$ cat config.mk
export PLATFORM = sky130hd
export DESIGN_NAME = aes0_job_master
export DESIGN_NICKNAME = d
export VERILOG_FILES = /design/src/rtl/aes0_job_master.sv
export SDC_FILE = /design/constraint.sdc
export NUM_CORES = 1
export LEC_CHECK = 0
export CAP_MARGIN = 40
export CORE_AREA = 2 2 235 237
export CTS_CLUSTER_SIZE = 10
export DETAILED_ROUTE_END_ITERATION = 7
export DIE_AREA = 0 0 237 239
export PLACE_DENSITY_LB_ADDON = 0.25
export SKIP_CTS_REPAIR_TIMING = 1
export SYNTH_ARGS = -nofsm -noshare
export SYNTH_HDL_FRONTEND = slang
export SYNTH_SLANG_ARGS = --single-unit
$ cat constraint.sdc
create_clock -name clk_i -period 6.5 [get_ports clk_i]
set_clock_uncertainty 0.05 [all_clocks]
set_input_delay 0.65 -clock clk_i [delete_from_list [all_inputs] [get_ports clk_i]]
set_output_delay 0.65 -clock clk_i [all_outputs]
set_load 0.02 [all_outputs]
$ cat src/rtl/aes0_job_master.sv
// aes0_job_master: runs one AES0 encryption job over the register bus.
// Optional AES0_KEY_CACHE_EN skips key writes when slot and key repeat.
module aes0_job_master #(
   parameter int POLL_TIMEOUT = 1024,
   parameter int ADDR_W       = 9
) (
   input  logic              clk_i,
   input  logic              rst_ni,
   input  logic              req_valid_i,
   output logic              req_ready_o,
   input  logic [127:0]      req_pt_i,
   input  logic [191:0]      req_key_i,
   input  logic [1:0]        req_slot_i,
   output logic              resp_valid_o,
   input  logic              resp_ready_i,
   output logic [127:0]      resp_ct_o,
   output logic              resp_err_o,
   output logic              bus_en_o,
   output logic              bus_we_o,
   output logic [ADDR_W-1:0] bus_addr_o,
   output logic [63:0]       bus_wdata_o,
   input  logic [63:0]       bus_rdata_i
);

   localparam int WORD_W = ADDR_W - 3;
   localparam int CLOG_T = $clog2(POLL_TIMEOUT + 1);
   localparam int CNT_W  = (CLOG_T > 11) ? CLOG_T : 11;

   localparam logic [CNT_W-1:0]  CNT_MAX = '1;
   localparam logic [CNT_W-1:0]  CNT_LIM = CNT_W'(POLL_TIMEOUT);
   localparam logic [WORD_W-1:0] W_START = WORD_W'(0);
   localparam logic [WORD_W-1:0] W_PT    = WORD_W'(1);
   localparam logic [WORD_W-1:0] W_STAT  = WORD_W'(11);
   localparam logic [WORD_W-1:0] W_CT    = WORD_W'(12);
   localparam logic [WORD_W-1:0] W_SEL   = WORD_W'(32);

   typedef enum logic [3:0] {
      S_IDLE,
      S_WR_PT,
      S_WR_KEY,
      S_WR_SEL,
      S_WR_START,
      S_POLL,
      S_RD_CT,
      S_CLR_START,
      S_RESP
   } state_t;

   state_t             state_q, state_d;
   logic [2:0]         idx_q, idx_d;
   logic [CNT_W-1:0]   cnt_q, cnt_d, cnt_inc;
   logic               err_q, err_d;
   logic [127:0]       pt_q;
   logic [191:0]       key_q;
   logic [1:0]         slot_q;
   logic [127:0]       ct_q;
   logic               accept;
   logic               key_hit;
   logic [WORD_W-1:0]  word;
   logic [WORD_W-1:0]  key_base;
   logic [31:0]        wdata;
   logic               unused_rdata;

   assign unused_rdata = ^bus_rdata_i[63:32];

   always_comb begin
      key_base = WORD_W'(26);
      unique case (slot_q)
         2'd0:    key_base = WORD_W'(5);
         2'd1:    key_base = WORD_W'(20);
         default: key_base = WORD_W'(26);
      endcase
   end

   always_comb begin
      state_d  = state_q;
      idx_d    = idx_q;
      cnt_d    = cnt_q;
      err_d    = err_q;
      accept   = 1'b0;
      bus_en_o = 1'b0;
      bus_we_o = 1'b0;
      word     = '0;
      wdata    = 32'h0;
      cnt_inc  = (cnt_q == CNT_MAX) ? cnt_q : cnt_q + CNT_W'(1);
      unique case (state_q)
         S_IDLE: begin
            if (req_valid_i && rst_ni) begin
               accept = 1'b1;
               idx_d  = 3'd0;
               err_d  = (req_slot_i == 2'd3);
               state_d = (req_slot_i == 2'd3) ? S_RESP : S_WR_PT;
            end
         end
         S_WR_PT: begin
            bus_en_o = 1'b1;
            bus_we_o = 1'b1;
            word     = W_PT + WORD_W'(idx_q);
            wdata    = pt_q[32*idx_q[1:0] +: 32];
            if (idx_q == 3'd3) begin
               idx_d   = 3'd0;
               state_d = key_hit ? S_WR_SEL : S_WR_KEY;
            end else begin
               idx_d = idx_q + 3'd1;
            end
         end
         S_WR_KEY: begin
            bus_en_o = 1'b1;
            bus_we_o = 1'b1;
            word     = key_base + WORD_W'(idx_q);
            wdata    = key_q[32*idx_q +: 32];
            if (idx_q == 3'd5) begin
               idx_d   = 3'd0;
               state_d = S_WR_SEL;
            end else begin
               idx_d = idx_q + 3'd1;
            end
         end
         S_WR_SEL: begin
            bus_en_o = 1'b1;
            bus_we_o = 1'b1;
            word     = W_SEL;
            wdata    = {30'h0, slot_q};
            state_d  = S_WR_START;
         end
         S_WR_START: begin
            bus_en_o = 1'b1;
            bus_we_o = 1'b1;
            word     = W_START;
            wdata    = 32'h1;
            cnt_d    = '0;
            state_d  = S_POLL;
         end
         S_POLL: begin
            bus_en_o = 1'b1;
            word     = W_STAT;
            if (bus_rdata_i[0]) begin
               idx_d   = 3'd0;
               state_d = S_RD_CT;
            end else begin
               cnt_d = cnt_inc;
               // ct_valid still low after the last permitted poll: give up
               if (cnt_inc >= CNT_LIM) begin
                  err_d   = 1'b1;
                  state_d = S_CLR_START;
               end
            end
         end
         S_RD_CT: begin
            bus_en_o = 1'b1;
            word     = W_CT + WORD_W'(idx_q);
            if (idx_q == 3'd3) begin
               idx_d   = 3'd0;
               state_d = S_CLR_START;
            end else begin
               idx_d = idx_q + 3'd1;
            end
         end
         S_CLR_START: begin
            bus_en_o = 1'b1;
            bus_we_o = 1'b1;
            word     = W_START;
            wdata    = 32'h0;
            state_d  = S_RESP;
         end
         S_RESP: begin
            if (resp_ready_i) state_d = S_IDLE;
         end
         default: state_d = S_IDLE;
      endcase
   end

   always_ff @(posedge clk_i or negedge rst_ni) begin
      if (!rst_ni) begin
         state_q <= S_IDLE;
         idx_q   <= 3'd0;
         cnt_q   <= '0;
         err_q   <= 1'b0;
      end else begin
         state_q <= state_d;
         idx_q   <= idx_d;
         cnt_q   <= cnt_d;
         err_q   <= err_d;
      end
   end

   always_ff @(posedge clk_i or negedge rst_ni) begin
      if (!rst_ni) begin
         pt_q   <= '0;
         key_q  <= '0;
         slot_q <= 2'd0;
         ct_q   <= '0;
      end else if (accept) begin
         pt_q   <= req_pt_i;
         key_q  <= req_key_i;
         slot_q <= req_slot_i;
         ct_q   <= '0;
      end else if (state_q == S_RD_CT) begin
         ct_q[32*idx_q[1:0] +: 32] <= bus_rdata_i[31:0];
      end
   end

`ifdef AES0_KEY_CACHE_EN
   logic         cache_vld_q;
   logic [1:0]   cache_slot_q;
   logic [191:0] cache_key_q;

   assign key_hit = cache_vld_q && (cache_slot_q == slot_q) &&
                    (cache_key_q == key_q);

   // any error response leaves slot contents unknown, so drop the entry
   always_ff @(posedge clk_i or negedge rst_ni) begin
      if (!rst_ni) begin
         cache_vld_q  <= 1'b0;
         cache_slot_q <= 2'd0;
         cache_key_q  <= '0;
      end else if (state_q == S_WR_KEY && idx_q == 3'd5) begin
         cache_vld_q  <= 1'b1;
         cache_slot_q <= slot_q;
         cache_key_q  <= key_q;
      end else if (state_q == S_RESP && err_q) begin
         cache_vld_q  <= 1'b0;
      end
   end
`else
   assign key_hit = 1'b0;
`endif

   assign bus_addr_o   = {word, 3'b000};
   assign bus_wdata_o  = {32'h0, wdata};
   assign req_ready_o  = (state_q == S_IDLE) && rst_ni;
   assign resp_valid_o = (state_q == S_RESP);
   assign resp_err_o   = resp_valid_o && err_q;
   assign resp_ct_o    = (resp_valid_o && !err_q) ? ct_q : '0;

endmodule

# After elaboration in Yosys (flattened, before gate mapping)
# Cells that the tools add are included.
[totals]
ff_bits = 469
inputBits = 390
wordCells = 91
[op_classes]
n_addsub = 6
order_cmp = 1
eq_ne = 22
n_shift = 4
mux = 32
n_reduce_logical = 18
[op_table]
columns = ["operator", "n"]
rows = [
  ["two-way mux 128 bit", 3],
  ["variable part select 192 x 9 -> 32 bit", 1],
  ["bitwise mux 128 bit", 1],
  ["one-hot mux 32 bit (4 select lines)", 1],
  ["variable shift 32 x 34 -> 128 bit (first input constant)", 1],
  ["variable part select 128 x 8 -> 32 bit", 1],
  ["variable part select 32 x 34 -> 128 bit", 1],
  ["one-hot mux 4 bit (9 select lines)", 1],
  ["negation 7 -> 34 bit", 1],
  ["two-way mux 4 bit", 8],
  ["one-hot mux 6 bit (5 select lines)", 1],
  ["two-way mux 11 bit", 2],
  ["one-hot mux 11 bit (2 select lines)", 1],
  ["equality test 4 x 3 -> 1 bit (second input constant)", 4],
  ["!= test 2 bit (second input constant)", 7],
  ["two-way mux 3 bit", 4],
  ["one-hot mux 3 bit (4 select lines)", 1],
  ["adder 11 x 1 -> 11 bit (second input constant)", 1],
  ["equality test 11 bit (second input constant)", 1],
  ["greater-or-equal comparator 11 bit (second input constant)", 1],
  ["one-hot mux 5 bit (2 select lines)", 1],
  ["equality test 4 x 2 -> 1 bit (second input constant)", 2],
  ["two-way mux 1 bit", 7],
  ["OR reduction 7 bit", 1],
  ["25 further kinds", 30],
]

# Depth between registers and ports, before layout
# Gate-level depths: netlist of the first run.
[depth]
depth_word = 6
mapped_depth = 10
ltp_nobuf = 8

# Worst setup path before layout of the first run
# Ideal clock, no wire load.
[synth_timing]
path_type = "register to output"
startpoint = "reg idx_q[1]"
endpoint = "out bus_addr_o[7]"
arrival_ns = 2.579
required_time_ns = 5.800
setup_slack_ns = 3.221
path_stages_with_launch = 10
n_path_buf = 3
cell_sequence = "dfrtp_1 > buf_2 > buf_2 > buf_1 > inv_1 > fa_1 > nand2b_1 > xnor2_1 > nor2_1 > o31ai_1"
[synth_via]
elab_chain_cells = 2
word_cells_on_any_way = 3
[synth_rtl]
columns = ["element", "line", "text"]
rows = [
  ["start, declared", "50", "logic [2:0] idx_q, idx_d;"],
  ["start signal, assigned", "181", "idx_q <= idx_d;"],
  ["adder 6 x 3 -> 6 bit / adder 4 x 3 -> 5 bit (equally long branches)", "110, 151", ""],
  ["one-hot mux 6 bit (5 select lines) *", "86", "unique case (state_q)"],
  ["end, declared", "20", "output logic [ADDR_W-1:0] bus_addr_o,"],
]
# Every way passes the cells marked *; elsewhere a longest branch is shown, timed or not.

# Worst setup path in the final report of the first run
[layout_timing]
startpoint = "reg state_q[1]"
endpoint = "out resp_ct_o[99]"
[layout_via]
elab_chain_cells = 3
[layout_rtl]
columns = ["element", "line", "text"]
rows = [
  ["start, declared", "49", "state_t state_q, state_d;"],
  ["start signal, assigned", "180", "state_q <= state_d;"],
  ["equality test 4 bit", "232", "assign resp_valid_o = (state_q == S_RESP);"],
  ["logical AND 1 bit", "234", "assign resp_ct_o = (resp_valid_o && !err_q) ? ct_q : '0;"],
  ["two-way mux 128 bit", "234", ""],
  ["end, declared", "16", "output logic [127:0] resp_ct_o,"],
]
# Every way passes these cells.

==> flow_summary.toml, run 1 <==
[cells_and_area]
final_layout_size_suffix_gt1_share_pct = 17.7
final_core_util_pct = 54.2
mostFrequentLayoutCells = "clkdlybuf4s50_1 (527), dfrtp_1 (467), mux2_2 (214)"
layout_commonest_cell = "clkdlybuf4s50_1"
fill_cells = 4567
nets = 2593
synthToLayoutAreaGrowth_pct = 31.7
finish.instance_area_um2 = 29400

[detailed_routing]
drc_errors = 0
postRouteAntennaNets = 0
wire_per_inst_um = 22.6
via_per_inst = 5.38
vias = 15700
drt-initial-drc-count = 923
wl_um = 65900
drt-pass1-iter-count = 6

[sta]
slew_viol_final = 0
setup_tns_ps = 0
holdWs_ps = 60.8
final_hold_viol_count = 0
max_slew_margin_pct = 33.2
finalSetupViolations = 0
fmax_ghz = 0.219
max_slew.worst_pin.slew_ps = 1000
period_share_pct = 70.3
rsz0062_at_grt = "false"
min_period_ps = 4570

[power]
p_comb_share_pct = 38.0
p_sw_mw = 4.11
p_leak_nw = 12.2
clkPwrFrac_pct = 22.3
power.internal_mw = 8.25
swShare_pct = 33.3
vdd_drop_max_v = 0.000276
p_per_area_nw_per_um2 = 420
seqPwrFrac_pct = 39.7

[cts]
cts_made_buffers = 54
clock_path_buffers = 3
htree_levels = 2
cts_tree = "built"
clockRootBuffer = "clkbuf_16"
clk_transition_reported_paths_ps = 60
clk_latency_ps = 590
cts_sinks = 469

[global_routing]
grt_pass1_vias = 16400
grtUsageTotal_pct = 23.1
grt_overflow = 0
grt_first_pass_wirelength_um = 99300
grt_max_degree = 160
antenna_found_initial = 24

[worst_setup_path]
setup.worst_path.start_class = "flip-flop"
reg2reg_depth = 6
r2r_slack_ps = 3340
startpoint = "state_q[1]$_DFFE_PN0P_"
crit_arrival_ps = 3870
worstPathRequired_ps = 5800
r2r_start = "state_q[2]$_DFFE_PN0P_"
r2r_end = "ct_q[102]$_DFFE_PN0P_"
crit_path_end_kind = "output port"
crit_fanout = 53
worstSetupPathType = "reg -> out"

[synth]
synth_cell_type_count = 62
syn-instance-count = 1712
synth_area_per_cell_um2 = 13.1
synth_seq_cells = 469
syn_area_um2 = 22300
synth-main-ff-cell = "dfrtp_1"
yosysSeqAreaShare_pct = 52.5
synthArstFlopShare_pct = 100
synth_edf_count = 0
yosys_warnings = 0

[placement]
gp_congestion = 0.812
place_area_um2 = 27900
portBuffers = 528
place_hpwl_um = 47100

[outcome]
status = "finished, final reports clean"

[floorplanning]
num_rows = 86
die_w_um = 237
dieHeight_um = 239
core_um2 = 54300
dieArea_um2 = 56600
top_level_ports = 596
initial_core_util_pct = 41.1

[min_path]
hold_path_class = "in -> async"

[job]
cap_violations = 0
-- state kept, by name, summed over array words and instances, names as in the netlist --
| register | flops |
|---|---|
| slot_q | 2 |
| idx_q | 3 |
| key_q | 192 |
| err_q | 1 |
| pt_q | 128 |
| ct_q | 128 |
| state_q | 4 |
| cnt_q | 11 |
-- synth_stat cells (all sizes together) (3+ instances only) --
| cell type | n | area, um^2 |
|---|---|---|
| a21oi | 39 | 195 |
| a31oi | 8 | 50.1 |
| nand3b | 3 | 22.5 |
| o21ai | 7 | 35.0 |
| a211oi | 4 | 30.0 |
| nand4 | 3 | 18.8 |
| xnor2 | 6 | 52.6 |
| o2bb2ai | 30 | 263 |
| dfrtp | 469 | 11700 |
| ha | 12 | 150 |
| and2 | 130 | 813 |
| nand3 | 39 | 195 |
| o31ai | 3 | 22.5 |
| and3 | 3 | 18.8 |
| a22oi | 128 | 961 |
| buf | 135 | 1030 |
| mux2 | 355 | 4000 |
| clkbuf | 34 | 128 |
| nor3 | 12 | 81.3 |
| inv | 7 | 26.3 |
| nand2b | 4 | 25.0 |
| nor2b | 5 | 31.3 |
| nor2 | 122 | 465 |
| nor3b | 3 | 32.5 |
| nand2 | 55 | 211 |
| mux4 | 64 | 1440 |
-- worst max-delay path by stage --
| stage | endpoint | cells past startpoint |
|---|---|---|
| 6_report | resp_ct_o[99] | 6 |
| 5_1_grt | resp_ct_o[74] | 6 |
| 4_1_cts | bus_wdata_o[20] | 5 |
| 3_5_place_dp | bus_wdata_o[20] | 5 |
| 3_3_place_gp | bus_wdata_o[20] | 5 |
| 2_1_floorplan | bus_addr_o[7] | 9 |
-- metrics by stage --
step	worst slack (ps)	std cells	power [mW]
floorplan	3220	1746	7.99
global placement	2400	2832	9.57
detailed placement	2410	2838	9.76
CTS	1750	2904	12.6
global route	1650	2911	13.1
finish	1930	2913	12.4
-- cell type report --
type,count,area [um^2],share of cell area [%]
clock inverters,5,96.3,0.327
inverters,7,26.3,0.0893
diodes,9,22.5,0.0765
well taps,704,881,2.99
multi-input cells,1101,9600,32.6
repair buffers,557,5640,19.2
flip-flops and latches,469,11700,39.9
clock buffers,61,1430,4.85
-- logic make-up after synthesis --
logic type / Yosys count / synth area share, %
flops: 469 / 52.5
mux: 421 / 24.4
simple gates: 386 / 9.02
compound gates: 238 / 7.66
buf+inv: 176 / 5.28
fa+ha+maj: 13 / 0.761
xor+xnor: 8 / 0.314
other cells: 1 / 0.0168
-- per-layer routing --
metal / vias to the layer above / GRT usage (%) / routed length [um]
li1: 7058 / - / -
met1: 7970 / 26.3 / 24600
met2: 479 / 40.6 / 33900
met3: 122 / 7.44 / 5330
met4: 30 / 8.61 / 1920
met5: - / 0 / 180
-- power groups by stage --
stage	sequential, mW	combinational, mW	clock [mW]
2_1_floorplan	4.56	3.43	0
3_3_place_gp	4.88	4.68	0
3_5_place_dp	4.96	4.80	0
4_1_cts	4.92	4.83	2.84
5_1_grt	5.08	5.08	2.95
6_report	4.91	4.70	2.76
-- critical path, cell delays in order, from the launching register on --
cell             delay, ps
dfrtp_1                630
nor3_4                 390
and2_1                 200
nor2b_4                690
buf_4                  460
and2_1                 180
clkdlybuf4s50_1        660
Note: power is estimated with default switching activity, not from simulation.
==> run 2: changes to the inputs <==
--- a/config.mk
+++ b/config.mk
@@ -6,10 +6,10 @@
 export NUM_CORES = 1
 export LEC_CHECK = 0
 export CAP_MARGIN = 40
-export CORE_AREA = 2 2 235 237
+export CORE_AREA = 2 2 229 231
 export CTS_CLUSTER_SIZE = 10
 export DETAILED_ROUTE_END_ITERATION = 7
-export DIE_AREA = 0 0 237 239
+export DIE_AREA = 0 0 231 233
 export PLACE_DENSITY_LB_ADDON = 0.25
 export SKIP_CTS_REPAIR_TIMING = 1
 export SYNTH_ARGS = -nofsm -noshare
==> constraint.sdc (replaced) <==
create_clock -name clk_i -period 4.11 [get_ports clk_i]
set_clock_uncertainty 0.05 [all_clocks]
set_input_delay 0.411 -clock clk_i [delete_from_list [all_inputs] [get_ports clk_i]]
set_output_delay 0.411 -clock clk_i [all_outputs]
set_load 0.02 [all_outputs]
==> flow_summary.toml, run 2 (synthesized netlist as in run 1, its figures left out) <==
[outcome]
status = "finished, final reports clean"

[sta]
final_hold_viol_count = 0
slew_viol_final = 0
setup_tns_ps = 0
max_slew_margin_pct = 28.4
period_share_pct = 94.4
fmax_ghz = 0.258
min_period_ps = 3880
finalSetupViolations = 0
max_slew.worst_pin.slew_ps = 1070
rsz0062_at_grt = "false"

[floorplanning]
initial_core_util_pct = 43.7
num_rows = 83
top_level_ports = 596
core_um2 = 51100
die_w_um = 231
dieArea_um2 = 53800
dieHeight_um = 233

[cells_and_area]
regArea_um2 = 11700
synthToLayoutAreaGrowth_pct = 32.4
fill_cells = 4269
layout_commonest_cell = "clkdlybuf4s50_1"
finish.instance_area_um2 = 29600
nets = 2612
regMostFlops = "key_q"
biggestRegsByFlops = "key_q (192), ct_q (128), pt_q (128)"
final_layout_size_suffix_gt1_share_pct = 18.4
mostFrequentLayoutCells = "clkdlybuf4s50_1 (527), dfrtp_1 (466), mux2_2 (214)"
largest_reg_flops = 192
multiInputGateArea_um2 = 9600

[cts]
cts_tree = "built"
clock_path_buffers = 3
htree_levels = 2
clockRootBuffer = "clkbuf_16"
cts_sinks = 469
clk_latency_ps = 590
cts_made_buffers = 54
clk_transition_reported_paths_ps = 60

[worst_setup_path]
r2r_slack_ps = 1300
r2r_end = "ct_q[115]$_DFFE_PN0P_"
worstSetupPathType = "reg -> out"
setup.worst_path.start_class = "flip-flop"
worstPathRequired_ps = 3650
crit_fanout = 18
r2r_start = "idx_q[1]$_DFFE_PN0P_"
crit_path_end_kind = "output port"
crit_arrival_ps = 3420
reg2reg_depth = 8

[power]
p_leak_nw = 12.3
vdd_drop_max_v = 0.000358
p_per_area_nw_per_um2 = 665
finalPower_mw = 19.7

[detailed_routing]
wire_per_inst_um = 23.0
via_per_inst = 5.43
drt-pass1-iter-count = 5
drc_errors = 0
wl_um = 67000
vias = 15800
drt-initial-drc-count = 1065
postRouteAntennaNets = 0

[job]
cap_violations = 0

[global_routing]
grt_pass1_vias = 16600
antenna_found_initial = 25
grtUsageTotal_pct = 24.6
grt_overflow = 0
grt_first_pass_wirelength_um = 99900
grt_max_degree = 188

[placement]
portBuffers = 528
place_area_um2 = 28000
gp_congestion = 0.841
place_hpwl_um = 48700

[min_path]
hold_path_class = "in -> async"
-- run 2: changes by cell type in the layout (fill, tap and decap cells not counted), moves of 2 or more --
cell      before  now
clkbuf_1       3    6
buf_4         19   35
buf_16         3    1
buf_12         6   11
diode_2        9   13
-- run 2: worst max-delay path by stage --
stage,startpoint,endpoint,slack (ps)
after floorplan,idx_q[1]$_DFFE_PN0P_,bus_addr_o[7],1070
after global placement,idx_q[0]$_DFFE_PN0P_,bus_addr_o[7],520
after detailed placement,idx_q[0]$_DFFE_PN0P_,bus_addr_o[7],490
after CTS,idx_q[0]$_DFFE_PN0P_,bus_addr_o[7],-140
after global routing,idx_q[0]$_DFFE_PN0P_,bus_addr_o[7],100
final,idx_q[1]$_DFFE_PN0P_,bus_addr_o[7],230
-- run 2: power by group --
part           total [mW]  internal (mW)  switching [mW]
clock network        4.31           2.51            1.80
registers            7.65           6.56            1.09
logic                7.73           4.05            3.68
-- run 2: per-stage QoR --
stage	hold slack (ps)	setup WS [ps]	std cells	utilization, %
2_1_floorplan	65.4	1070	1746	-
3_3_place_gp	340	523	2831	54.8
3_5_place_dp	348	491	2831	54.8
4_1_cts	-290	-137	2900	57.8
5_1_grt	340	105	2908	57.9
6_report	320	230	2915	57.9
-- run 2: layout make-up --
cell class	instances	share of cell area, %
Tap cell	680	2.88
Clock inverter	4	0.216
Multi-Input combinational cell	1101	32.5
Sequential cell	469	39.7
Timing Repair Buffer	576	19.6
Clock buffer	65	4.91
Antenna cell	13	0.110
Inverter	7	0.0888
-- run 2: critical path, cell delays in order (launching register included) --
cell and delay [ps]:
dfrtp_4 640, inv_1 200, fa_1 500, nand2b_1 190, xnor2_1 140, nor2_1 60
o31ai_2 420, clkdlybuf4s50_1 690
-- run 2: layer usage --
metal / share of wire, % / up-vias / track usage [%]
li1: - / 7098 / -
met1: 36 / 8020 / 27.7
met2: 51 / 555 / 43.0
met3: 8.5 / 141 / 8.13
met4: 3.8 / 26 / 10.2
met5: 0.25 / - / 0
==> run 3: changes to the inputs <==
--- a/config.mk
+++ b/config.mk
@@ -11,7 +11,9 @@
 export DETAILED_ROUTE_END_ITERATION = 7
 export DIE_AREA = 0 0 231 233
 export PLACE_DENSITY_LB_ADDON = 0.25
+export RECOVER_POWER = 50
 export SKIP_CTS_REPAIR_TIMING = 1
+export SLEW_MARGIN = 10
 export SYNTH_ARGS = -nofsm -noshare
 export SYNTH_HDL_FRONTEND = slang
 export SYNTH_SLANG_ARGS = --single-unit
==> flow_summary.toml, run 3 (synthesized netlist as in run 1, its figures left out) <==
[cells_and_area]
final_layout_size_suffix_gt1_share_pct = 18.2
biggestRegsByFlops = "key_q (192), ct_q (128), pt_q (128)"
fill_cells = 4280
nets = 2612
regMostFlops = "key_q"
finish.instance_area_um2 = 29500
layout_commonest_cell = "clkdlybuf4s50_1"
largest_reg_flops = 192
synthToLayoutAreaGrowth_pct = 32.1
mostFrequentLayoutCells = "clkdlybuf4s50_1 (527), dfrtp_1 (466), mux2_2 (214)"

[global_routing]
grt_overflow = 0
grt_max_degree = 188
grtUsageTotal_pct = 24.6
antenna_found_initial = 25
grt_pass1_vias = 16600
grt_first_pass_wirelength_um = 99900

[floorplanning]
initial_core_util_pct = 43.7
die_w_um = 231
dieHeight_um = 233
top_level_ports = 596
dieArea_um2 = 53800
core_um2 = 51100
num_rows = 83

[detailed_routing]
drc_errors = 0
highest_layer = "met5"
drt-pass1-iter-count = 5
via_per_inst = 5.43
met2_wirelength_um = 34500
wire_per_inst_um = 23.0
wl_um = 67100
met3_length_um = 5570
wl_met1_um = 24400
vias = 15800
postRouteAntennaNets = 0
drt-initial-drc-count = 1037

[job]
cap_violations = 2

[cts]
clk_latency_ps = 580
cts_made_buffers = 54
clock_path_buffers = 3
htree_levels = 2
cts_tree = "built"
clk_transition_reported_paths_ps = 60
cts_sinks = 469
clockRootBuffer = "clkbuf_16"

[placement]
portBuffers = 528
gp_congestion = 0.841
place_area_um2 = 28000
place_hpwl_um = 48700

[worst_setup_path]
crit_fanout = 18
setup.worst_path.start_class = "flip-flop"
r2r_slack_ps = 570
r2r_end = "pt_q[20]$_DFFE_PN0P_"
crit_family = "buffers and inverters"
reg2reg_depth = 7
worstPathRequired_ps = 3650
slowest_stage = "clkdlybuf4s50_1"
crit_path_end_kind = "output port"
crit_buf_inv = 2
crit_arrival_ps = 3440
crit_chain = "inv_1 -> fa_1 -> nand2b_1 -> xnor2_1 -> nor2_1 -> o31ai_2 -> clkdlybuf4s50_1"
slowest_delay_ps = 690
r2r_start = "state_q[3]$_DFFE_PN0P_"
worstSetupPathType = "reg -> out"

[power]
p_per_area_nw_per_um2 = 666
p_leak_nw = 12.2
vdd_drop_max_v = 0.000358

[outcome]
status = "finished, violations left"
violations = "max-capacitance violations, max-slew violations"

[sta]
rsz0062_at_grt = "false"
max_slew_margin_pct = -50.0
setup_tns_ps = 0
slew_viol_final = 174
fmax_ghz = 0.256
final_hold_viol_count = 0
max_slew.worst_pin.slew_ps = 2250
period_share_pct = 95.0
finalSetupViolations = 0
min_period_ps = 3900

[min_path]
hold_path_class = "in -> async"
run 3: changes by cell type in the layout (fill, tap and decap cells not counted):
cell      before  now
buf_4         35   31
buf_12        11    8
clkbuf_1       6    9
clkbuf_2       0    3
clkbuf_4       0    1
nor2_1       119  120
nor2_4         3    2
nor4b_1        0    1
nor4b_2        1    0
run 3: stage by stage:
step	total power [mW]	hold slack [ps]	setup WS [ps]	std cells	util [%]
after floorplan	12.6	65.4	1070	1746	-
after global placement	15.2	340	523	2831	54.8
after detailed placement	15.5	348	491	2831	54.8
after CTS	19.9	-290	-137	2900	57.8
after global routing	20.8	340	105	2908	57.7
final	19.6	321	207	2915	57.8
run 3: per-layer routing:
layer  vias to the layer above  track usage (%)
met5                         -                0
met4                        26             10.2
met3                       140             8.13
met2                       535             43.0
met1                      8032             27.7
li1                       7103                -
run 3: how the worst max path moves through the flow:
stage | start | endpoint | cells after the start
CTS | idx_q[0]$_DFFE_PN0P_ | bus_addr_o[7] | 8
global placement | idx_q[0]$_DFFE_PN0P_ | bus_addr_o[7] | 8
detailed placement | idx_q[0]$_DFFE_PN0P_ | bus_addr_o[7] | 8
floorplan | idx_q[1]$_DFFE_PN0P_ | bus_addr_o[7] | 9
global route | idx_q[0]$_DFFE_PN0P_ | bus_addr_o[7] | 8
finish | idx_q[1]$_DFFE_PN0P_ | bus_addr_o[7] | 7
run 3: layout make-up:
class,count,area [um^2],share of cell area [%]
Sequential cell,469,11700,39.8
Multi-Input combinational cell,1101,9590,32.5
Timing Repair Buffer,576,5750,19.5
Clock buffer,65,1450,4.93
Tap cell,680,851,2.88
Clock inverter,4,63.8,0.216
Antenna cell,13,32.5,0.110
Inverter,7,26.3,0.0890
run 3: where the power goes:
group	internal, mW	switching (mW)	total [mW]
Clock	2.51	1.80	4.31
Combinational	4.03	3.66	7.69
Sequential	6.56	1.09	7.65
